### src/rtl/axis_decimate_avg.sv
// Decimating boxcar averager/summer for one AXI-Stream channel.
// Produces one result per 2^K input samples and holds it in a tready-handshaked output register.
module axis_decimate_avg #(
    parameter int SAXIS_TDATA_WIDTH     = 32,
    parameter int MAXIS_TDATA_WIDTH     = 32,
    parameter int ACC_WIDTH             = 48,
    parameter int configuration_address = 2100
) (
    input  logic                          a_clk,
    input  logic                          a_rst,
    input  logic [31:0]                   config_addr,
    input  logic [511:0]                  config_data,
    input  logic [SAXIS_TDATA_WIDTH-1:0]  S_AXIS_tdata,
    input  logic                          S_AXIS_tvalid,
    output logic [MAXIS_TDATA_WIDTH-1:0]  M_AXIS_tdata,
    output logic                          M_AXIS_tvalid,
    input  logic                          M_AXIS_tready,
    output logic [31:0]                   block_count,
    output logic [15:0]                   overrun_count,
    output logic                          busy
);

    typedef enum logic {
        IDLE = 1'b0,
        ACC  = 1'b1
    } state_t;

    state_t                               state_q;
    logic [4:0]                           k_q;
    logic                                 mode_q;
    logic signed [ACC_WIDTH-1:0]          acc_q;
    logic [16:0]                          cnt_q;
    logic [MAXIS_TDATA_WIDTH-1:0]         tdata_q;
    logic                                 tvalid_q;
    logic [31:0]                          block_count_q;
    logic [15:0]                          overrun_q;

    logic                                 cfg_hit;
    logic [4:0]                           cfg_k;
    logic signed [SAXIS_TDATA_WIDTH-1:0]  sample;
    logic signed [ACC_WIDTH-1:0]          acc_d;
    logic [16:0]                          cnt_d;
    logic [16:0]                          block_len;
    logic                                 take;
    logic                                 complete;
    logic [MAXIS_TDATA_WIDTH-1:0]         result_d;
    logic                                 unused_cfg;

    function automatic logic [MAXIS_TDATA_WIDTH-1:0] mean_fn(
        input logic signed [ACC_WIDTH-1:0] a,
        input logic [4:0]                  k
    );
        logic signed [ACC_WIDTH-1:0] s;
        s = a >>> k;
        return s[MAXIS_TDATA_WIDTH-1:0];
    endfunction

    // In range when every bit above the output sign bit matches it.
    function automatic logic [MAXIS_TDATA_WIDTH-1:0] sat_fn(
        input logic signed [ACC_WIDTH-1:0] a
    );
        if ((&a[ACC_WIDTH-1:MAXIS_TDATA_WIDTH-1]) || ~(|a[ACC_WIDTH-1:MAXIS_TDATA_WIDTH-1]))
            return a[MAXIS_TDATA_WIDTH-1:0];
        else if (a[ACC_WIDTH-1])
            return {1'b1, {(MAXIS_TDATA_WIDTH-1){1'b0}}};
        else
            return {1'b0, {(MAXIS_TDATA_WIDTH-1){1'b1}}};
    endfunction

    assign unused_cfg = ^{config_data[511:35], config_data[31:5]};

    assign cfg_hit   = (config_addr == 32'(configuration_address));
    assign cfg_k     = (config_data[4:0] > 5'd16) ? 5'd16 : config_data[4:0];
    assign sample    = S_AXIS_tdata;
    assign acc_d     = acc_q + ACC_WIDTH'(sample);
    assign cnt_d     = cnt_q + 17'd1;
    assign block_len = 17'd1 << k_q;
    assign take      = (state_q == ACC) && S_AXIS_tvalid && !cfg_hit;
    assign complete  = take && (cnt_d == block_len);
    assign result_d  = mode_q ? sat_fn(acc_d) : mean_fn(acc_d, k_q);

    always_ff @(posedge a_clk) begin
        if (a_rst) begin
            state_q       <= IDLE;
            k_q           <= '0;
            mode_q        <= 1'b0;
            acc_q         <= '0;
            cnt_q         <= '0;
            tdata_q       <= '0;
            tvalid_q      <= 1'b0;
            block_count_q <= '0;
            overrun_q     <= '0;
        end else begin
            // A fresh result always loads; it counts as an overrun only if it displaces an unaccepted one.
            if (complete) begin
                tdata_q  <= result_d;
                tvalid_q <= 1'b1;
                if (tvalid_q && !M_AXIS_tready && (overrun_q != 16'hFFFF))
                    overrun_q <= overrun_q + 16'd1;
            end else if (M_AXIS_tready) begin
                tvalid_q <= 1'b0;
            end

            if (cfg_hit) begin
                state_q <= config_data[32] ? ACC : IDLE;
                k_q     <= cfg_k;
                mode_q  <= config_data[33];
                acc_q   <= '0;
                cnt_q   <= '0;
                if (config_data[34]) begin
                    block_count_q <= '0;
                    overrun_q     <= '0;
                end
            end else begin
                case (state_q)
                    IDLE: begin
                        acc_q <= '0;
                        cnt_q <= '0;
                    end
                    ACC: begin
                        if (complete) begin
                            acc_q         <= '0;
                            cnt_q         <= '0;
                            block_count_q <= block_count_q + 32'd1;
                        end else if (take) begin
                            acc_q <= acc_d;
                            cnt_q <= cnt_d;
                        end
                    end
                    default: state_q <= IDLE;
                endcase
            end
        end
    end

    assign M_AXIS_tdata  = tdata_q;
    assign M_AXIS_tvalid = tvalid_q;
    assign block_count   = block_count_q;
    assign overrun_count = overrun_q;
    assign busy          = (state_q == ACC) && (cnt_q != '0);

endmodule

### config.mk
export PLATFORM = sky130hd
export DESIGN_NAME = axis_decimate_avg
export DESIGN_NICKNAME = d
export VERILOG_FILES = /design/src/rtl/axis_decimate_avg.sv
export SDC_FILE = /design/constraint.sdc
export NUM_CORES = 1
export LEC_CHECK = 0
export CAP_MARGIN = 0
export CORE_AREA = 2 2 258 260
export DETAILED_ROUTE_END_ITERATION = 7
export DIE_AREA = 0 0 260 262
export PLACE_DENSITY_LB_ADDON = 0.08
export SETUP_SLACK_MARGIN = 0.2
export SLEW_MARGIN = 20
export SYNTH_ARGS = -nofsm -noshare
export SYNTH_HDL_FRONTEND = slang
export SYNTH_SLANG_ARGS = --single-unit
### constraint.sdc
create_clock -name a_clk -period 13.1 [get_ports a_clk]
set_input_delay 2.62 -clock a_clk [delete_from_list [all_inputs] [get_ports a_clk]]
set_output_delay 2.62 -clock a_clk [all_outputs]
set_load 0.005 [all_outputs]
# Yosys cells after proc, flatten, opt, wreduce, memory -nomap -nowiden
# Cells that the tools add are included.
# word_totals
out_inout_bits	82
wordCells	61
regBits	153
# classes
n_addsub	4
reduce_logical	17
n_bitwise	2
eq_ne	5
shifts	2
n_mux	21
magnitude_cmp	1
# ops
cell	count
$mux W32	7
$mux W48	2
$pmux W48 S2	1
$mux W16	4
$add A48 B32 Y48	1
$sshr A48 B5 Y32	1
$mux W17	2
$pmux W17 S2	1
$add A32 B1 Y32 const B	1
$eq A32 B12 Y1 const B	1
$add A17 B1 Y17 const B	1
$eq A17 B17 Y1	1
$reduce_and A17 Y1	1
$reduce_bool A17 Y1	1
$reduce_or A17 Y1	1
$shl A1 B5 Y17 const A	1
$add A16 B1 Y16 const B	1
$ne A16 B16 Y1 const B	1
$logic_and A1 B1 Y1	6
$reduce_bool A2 Y1	3
$gt A5 B5 Y1 const B	1
$mux W5	1
$mux W1	3
$ne A3 B1 Y1 const B	1
6 further kinds	8

# Depth between registers and ports, before layout
# Gate-level depths: netlist (run 1).
# depth
depth_word	7
depth_mapped	16
mapped_depth_nobuf	15

# Worst setup path before layout (run 1)
# OpenSTA, ideal clock, no wires.
# synth_timing
path_kind	input port to flip-flop
start	in S_AXIS_tdata[0]
end	reg tdata_q[7] (netlist: M_AXIS_tdata[7])
setup_ps	74
n_path_buf	1
t_required_ps	13026
t_arrival_ps	6368
stages	15
setup_slack_ps	6658
cell_sequence	ha_1 inv_1 fa_1 and2b_1 o2111ai_1 a21o_1 a2111oi_2 nor3_1 a2111oi_1 nand4_1 or4_1 buf_2 a21oi_4 a21oi_1 o21ai_0
# synth_via
elab_chain_cells	6
elab_cells_between_ends	9
classes_between	add/sub: 1; shift: 1; mux: 3; bitwise: 1; reduce/logical: 3
# synth_lines
element	line	source
from (decl)	13	input logic [SAXIS_TDATA_WIDTH-1:0] S_AXIS_tdata,
$add A48 B32 Y48 (*)	75	assign acc_d = acc_q + ACC_WIDTH'(sample);
branches (longest 4 deep; another with $sshr A48 B5 Y32)	n/a	
$mux W32 (*)	80	assign result_d = mode_q ? sat_fn(acc_d) : mean_fn(acc_d, k_q);
to (signal assigned)	96	tdata_q <= result_d;
to (decl)	33	logic [MAXIS_TDATA_WIDTH-1:0] tdata_q;
# Mark *: on every way between the ends.
# A chain may end at the register's enable or synchronous reset.

# Worst setup path in the final report (run 1)
# layout_timing
start	in S_AXIS_tdata[31]
end	reg tdata_q[14] (netlist: M_AXIS_tdata[14])
# Same word-level chain as after synthesis.

==> impl_results.md, run 1 <==
* Hold Vio Cnt, Final at 0
* Post-synthesis adder-cell area fraction at 0.0475
* Final Power at 1.16 mW
* Placer Congestion at roughly 0.9
* Reg-to-reg setup timing slack at 7.64 ns
* Hold depth at 2
* Synthesis-to-layout area growth at 22.1%
* Total GRT Usage at 0.187
* Top_reg_cell synth: dfxtp_1
* Tmin final at between 7 and 8 ns
* Resized cells post-CTS at 0
* Mux share of post-synthesis cell area at 0.0741
* H-tree depth at 4
* CTS tree: built
* ANT nets after route at 0
* DR pass1 iterations at 5
* Top-area cell type share of the netlist area at 0.221
* Vias in the first global route at 14900
* HP Class: reg2reg
* Total negative slack at 0 ns
* RSZ-0062 raised after global routing: false
* Initial DRC count at 1081
* Leakage at 5.86 nW
* Dpl ws at about 4.7 ns
* Multi-input gate area at 0.0102 mm²
* Die width at roughly 260 µm
* Die ar. at 0.0681 mm²
* Max Cap Viol at 0
* Clock sinks at 153
* Post-Synthesis Cell Area at about 0.014 mm²
* CTS Buffer Depth at 2
* Final WL at 64.3 mm
* Rows at 94
* Register Area at 0.00307 mm²
* FF-to-FF End: block_count[31]
* Final slew viol count at 0
* R2R depth at 13
* YS warnings at 0
* Setup slack after layout at 5.19 ns
* CP endpoint kind: flop
* Fraction of the mapped netlist area in compound gates at 0.294
* Number of library cell types mapped by synthesis at 93
* F_max at 126 MHz
* Post CTS Setup Buffer Count at 0
* Worst Skew at between 0.01 and 0.015 ns
* DRC at 0
* Final period util at 0.604
* Final Setup Violations at 0
* Initial Util at 0.212
* # port buffers at 157
* Syn nets at 2523
* Clock Pin Slew Worst Setup and Hold Paths at 0.08 ns
* Ys async rst share at 0
* Worst Path Required at 13.48 ns
* Status: finished, final reports clean
* VDD IR max at 96.2 µV
* Worst slew pin tran at 1.08 ns
* Worst Hold Launch: M_AXIS_tdata[8]
* Main combinational cell family by area after synthesis: compound AO/OA/AOI/OAI gates
* Vias/cell at 5.27
* RR Startpoint: k_q[0]
* Core box area at roughly 0.065 mm²
* Initial antenna violation count at 2
* Class of the most critical setup path: in2reg
* Largest net degree at the start of global routing at 67
* Via count at approximately 15000
* Crit start category: input port
* Final HPWL DP at 49.3 mm
* XOR/XNOR share of the synthesized area at 0.0583
* GRT overflow at 0
* Mean Syn Cell Area at around 7.3 µm²
* Worst rel slew slack at 0.279
* Height of the chip at between 200 and 300 µm
* Final nets at 2607
* Simple-Gate Fraction of Synth Area at 0.260
* I/O pin count at ~660
* Post-CTS Hold Fix Bufs at 0
* CTS Buf Count at 17
* Clock Latency Late Sink at just over 0.5 ns
* Critical Path Start: S_AXIS_tdata[31]
* Sequential share of the synthesized area at 0.221
* Min-Delay Endpoint: M_AXIS_tdata[8]
* Crit-path max FO at 17
* DR WL/cell at roughly 23 µm
* First-pass GRT wire length at ~96 mm
* CP arrival at 8.29 ns
* Leading area contributor after synthesis: dfxtp_1
* CTS Root Cell: clkbuf_16
* Gate count of the mapped netlist at 1891
* EDFF count, synth at 0
* Layout cells sized above 1 at 0.0744
* #FFs+latches synth at 153
* Pwr/cell area at ~70 mW/mm²
* Filler cell count at roughly 7200
* Synth top area cells: dfxtp_1 22%, nor2_1 6.9%, a21oi_1 6.3%
cells by family (layout without fill, tap and decap cells):
kind of cell             count (synthesis)  in the layout
AO/OA/AOI/OAI                          617            617
XOR/XNOR                                89             89
adder cells (fa/ha/maj)                 52             52
buffers and inverters                  162            259
flip-flops                             153            153
multiplexers                            74             74
other                                    0              1
AND/OR/NAND/NOR                        744            744
sequential cells by signal, summed over array words and instances, names as in the netlist:
signal / flops
M_AXIS_tvalid: 1
k_q: 5
overrun_count: 16
state_q: 1
cnt_q: 17
acc_q: 48
block_count: 32
M_AXIS_tdata: 32
mode_q: 1
final cells by class:
type / instances / area share
diodes: 1 / 0.000148
clock buffers: 17 / 0.0252
clock inverters: 15 / 0.0113
inverters: 37 / 0.00821
multi-input cells: 1576 / 0.602
flip-flops and latches: 153 / 0.181
well taps: 864 / 0.0639
repair buffers: 190 / 0.108
worst max-delay path by stage:
stage | to | slack, ns | cells past startpoint
final | M_AXIS_tdata[14] | 5.19 | 14
after detailed placement | M_AXIS_tdata[14] | 4.70 | 14
after floorplan | M_AXIS_tdata[7] | 6.66 | 15
after global placement | M_AXIS_tdata[15] | 4.68 | 14
after CTS | M_AXIS_tdata[14] | 5.24 | 14
after global routing | M_AXIS_tdata[15] | 4.86 | 14
synth_stat cells (33+ instances only):
cell type  number
a211oi_1       45
ha_1           51
xor2_1         50
nand2_1       187
clkbuf_1       95
mux2i_1        35
dfxtp_1       153
nand3_1        57
o21ai_0       122
a22oi_1        57
nand4_1        49
nor2_1        256
nor3_1         33
xnor2_1        37
a21oi_1       173
inv_1          33
cell usage in the layout, fill, tap and decap left out, types with 8 or more instances in the layout:
master / instances
nor2_1: 254
nand2_1: 187
a21oi_1: 173
clkdlybuf4s50_1: 157
dfxtp_1: 148
o21ai_0: 121
nand3_1: 57
a22oi_1: 57
ha_1: 51
xor2_1: 50
nand4_1: 49
a211oi_1: 45
xnor2_1: 37
mux2i_1: 35
inv_1: 33
nor3_1: 33
buf_4: 33
or3_1: 28
o211ai_1: 27
and3_1: 23
mux4_2: 21
a21o_1: 19
and2_1: 19
mux2_2: 18
nor4_1: 17
clkbuf_16: 17
a31oi_1: 14
o22ai_1: 13
o221ai_1: 12
a211o_1: 11
nand3b_1: 11
o21a_1: 10
a221oi_1: 9
o31ai_1: 9
o21ai_1: 9
and4_1: 8
worst max-delay path: stages:
cell             delay, ns
clkdlybuf4s50_1       0.81
ha_1                  0.82
nand4_1               0.28
nor3_1                0.41
o2111ai_1             0.17
o22ai_1               0.62
nor2_1                0.11
xnor2_1               0.34
nor4_1                0.85
a31oi_1               0.17
buf_4                 0.24
or4_1                 0.54
o221ai_1              0.22
a21oi_1               0.07
power by group:
part           internal (mW)   switching [mW]  total [mW]
clock                  0.260            0.271       0.531
sequential             0.465  0.0000000000243       0.465
combinational         0.0609           0.0984       0.159
total                  0.786            0.370        1.16
per-stage QoR:
step           area [µm²]  hold slack, ns   util  std cells
2_1_floorplan       13800           0.444      -       1891
3_5_place_dp        16300           0.447  0.250       2820
3_3_place_gp        16300           0.446  0.250       2820
4_1_cts             16900           0.457  0.259       2852
5_1_grt             16900           0.473  0.259       2853
6_report            16900           0.453  0.259       2853
layer usage:
| metal | vias up | GRT usage | wire [µm] |
|---|---|---|---|
| li1 | 7268 | - | - |
| met1 | 7299 | 0.245 | 29200 |
| met2 | 396 | 0.314 | 30500 |
| met3 | 64 | 0.0337 | 3300 |
| met4 | 2 | 0.0516 | 1290 |
| met5 | - | 0 | 17 |
No activity file was read; power rests on OpenSTA's default activity.
==> run 2, diff against run 1 <==
CORE_AREA = 2 2 255 257   (was 2 2 258 260)
DIE_AREA = 0 0 257 259   (was 0 0 260 262)
clock period = 7.4 ns   (was 13.1 ns; I/O delays follow)
==> impl_results.md, run 2 (synthesized netlist as in run 1, its figures left out) <==
* Final WL at 64.1 mm
* RSZ-0062 raised after global routing: false
* Worst Skew at 0.0203 ns
* DRC at 0
* F_max at roughly 150 MHz
* CTS tree: built
* Core box area at 0.0639 mm²
* DR WL/cell at 22.3 µm
* Clk pwr share at 0.460
* Placer Congestion at 0.906
* Die ar. at 0.0666 mm²
* HP Class: reg2reg
* Leakage at 5.98 nW
* Dpl ws at around 0.54 ns
* Final Non-Filler Cells at 2871
* Hold WS at 0.455 ns
* Placed Instance Area at around 0.016 mm²
* Max Cap Viol at 0
* Flop pwr share at 0.401
* Class of the most critical setup path: in2reg
* DR pass1 iterations at 5
* GRT overflow at 0
* Largest net degree at the start of global routing at 67
* Post-CTS Hold Fix Bufs at 0
* Int Pwr at approximately 1.4 mW
* Synthesis-to-layout area growth at 23.5%
* CP arrival at 6.83 ns
* Final period util at 0.872
* Layout cells sized above 1 at 0.0859
* Switch share at 0.320
* Final nets at 2632
* Max reg flops at 48
* Largest reg by FF count: acc_q
* Clock sinks at 153
* Switching power at 0.657 mW
* ANT nets after route at 0
* Commonest non-fill, non-tap cell in the layout: nor2_1
* CTS Buffer Depth at 2
* Via count at 15300
* CP endpoint kind: flop
* Commonest cells after routing, fill and taps aside: 254 x nor2_1, 187 x nand2_1, 173 x a21oi_1
* Final HPWL DP at about 50 mm
* First-pass GRT wire length at 96.7 mm
* Initial antenna violation count at 3
* Hold Vio Cnt, Final at 0
* Total negative slack at 0 ns
* Worst Hold Launch: M_AXIS_tdata[27]
* Resized cells post-CTS at 0
* Crit-path max FO at 12
* Pwr/cell area at 120 mW/mm²
* CTS Root Cell: clkbuf_16
* Final Setup Violations at 0
* Placed insts at 2836
* Final instance area at between 0.015 and 0.02 mm²
* Final Power at around 2.1 mW
* Post CTS Setup Buffer Count at 0
* Status: finished, final reports clean
* Total GRT Usage at 0.190
* Initial DRC count at 1181
* Filler cell count at between 7000 and 8000
* H-tree depth at 4
* Worst slew pin tran at 1.08 ns
* Initial Util at 0.217
* Final slew viol count at 0
* VDD IR max at 186 µV
* Critical Path Start: S_AXIS_tdata[31]
* CTS Buf Count at 17
* # port buffers at 157
* Finished Core Util at 0.268
* Clock Latency Late Sink at 0.52 ns
* Comb pwr share at 0.139
* Clock Pin Slew Worst Setup and Hold Paths at 0.08 ns
* I/O pin count at roughly 660
* Crit start category: input port
* Setup slack after layout at 0.948 ns
* Height of the chip at 259 µm
* Vias/cell at 5.32
* Worst Path Required at 7.78 ns
* Vias in the first global route at 14900
* Worst rel slew slack at 0.278
* Die width at between 200 and 300 µm
* Rows at 93
* RR Startpoint: k_q[1]
* Tmin final at 6.45 ns
==> run 2: cell types whose count changed in the layout (fill, tap and decap cells not counted) <==
cell,before,now
buf_4,33,58
inv_8,3,4
clkinv_4,2,3
diode_2,1,3
clkinv_8,5,6
inv_6,3,1
inv_12,2,1
==> run 2: power by group through the flow <==
stage / combinational, mW / sequential, mW / clock (mW)
after floorplan: 0.151 / 0.842 / 0
after global placement: 0.286 / 0.842 / 0
after detailed placement: 0.284 / 0.842 / 0
after CTS: 0.285 / 0.822 / 0.986
after global routing: 0.309 / 0.822 / 1.01
final: 0.286 / 0.822 / 0.943
==> run 2: layer usage <==
metal | share of wire | wire [µm] | track usage | vias to the layer above
li1 | - | - | - | 7297
met1 | 0.46 | 29500 | 0.251 | 7490
met2 | 0.47 | 30100 | 0.314 | 409
met3 | 0.046 | 2930 | 0.0328 | 72
met4 | 0.024 | 1530 | 0.0625 | 2
met5 | 0.00023 | 15 | 0 | -
==> run 2: worst max-delay path, cell delays in order <==
cell	delay, ns
clkdlybuf4s50_1	0.68
ha_1	0.58
a21oi_1	0.30
o21ai_0	0.27
a211oi_1	0.65
o21ai_0	0.31
nor2_1	0.18
xnor2_1	0.26
nor4_1	0.86
a31oi_1	0.35
or4_1	0.61
o21ai_0	0.22
a21oi_1	0.06
==> run 2: final cells by class <==
cell class	count	area, µm²	area share
Antenna cell	3	7.51	0.000439
Multi-Input combinational cell	1576	10200	0.596
Clock inverter	15	194	0.0113
Timing Repair Buffer	215	2010	0.117
Inverter	37	139	0.00812
Sequential cell	153	3070	0.180
Clock buffer	17	425	0.0249
Tap cell	855	1070	0.0626
==> run 2: worst paths after layout <==
| kind | to | slack [ns] | depth (start not counted) |
|---|---|---|---|
| worst max-delay path | M_AXIS_tdata[18] | 0.95 | 13 |
| worst min-delay path | M_AXIS_tdata[27] | 0.45 | 2 |
| worst max register to register | acc_q[15] | 1.98 | 11 |
| worst min register to register | M_AXIS_tdata[27] | 0.45 | 2 |
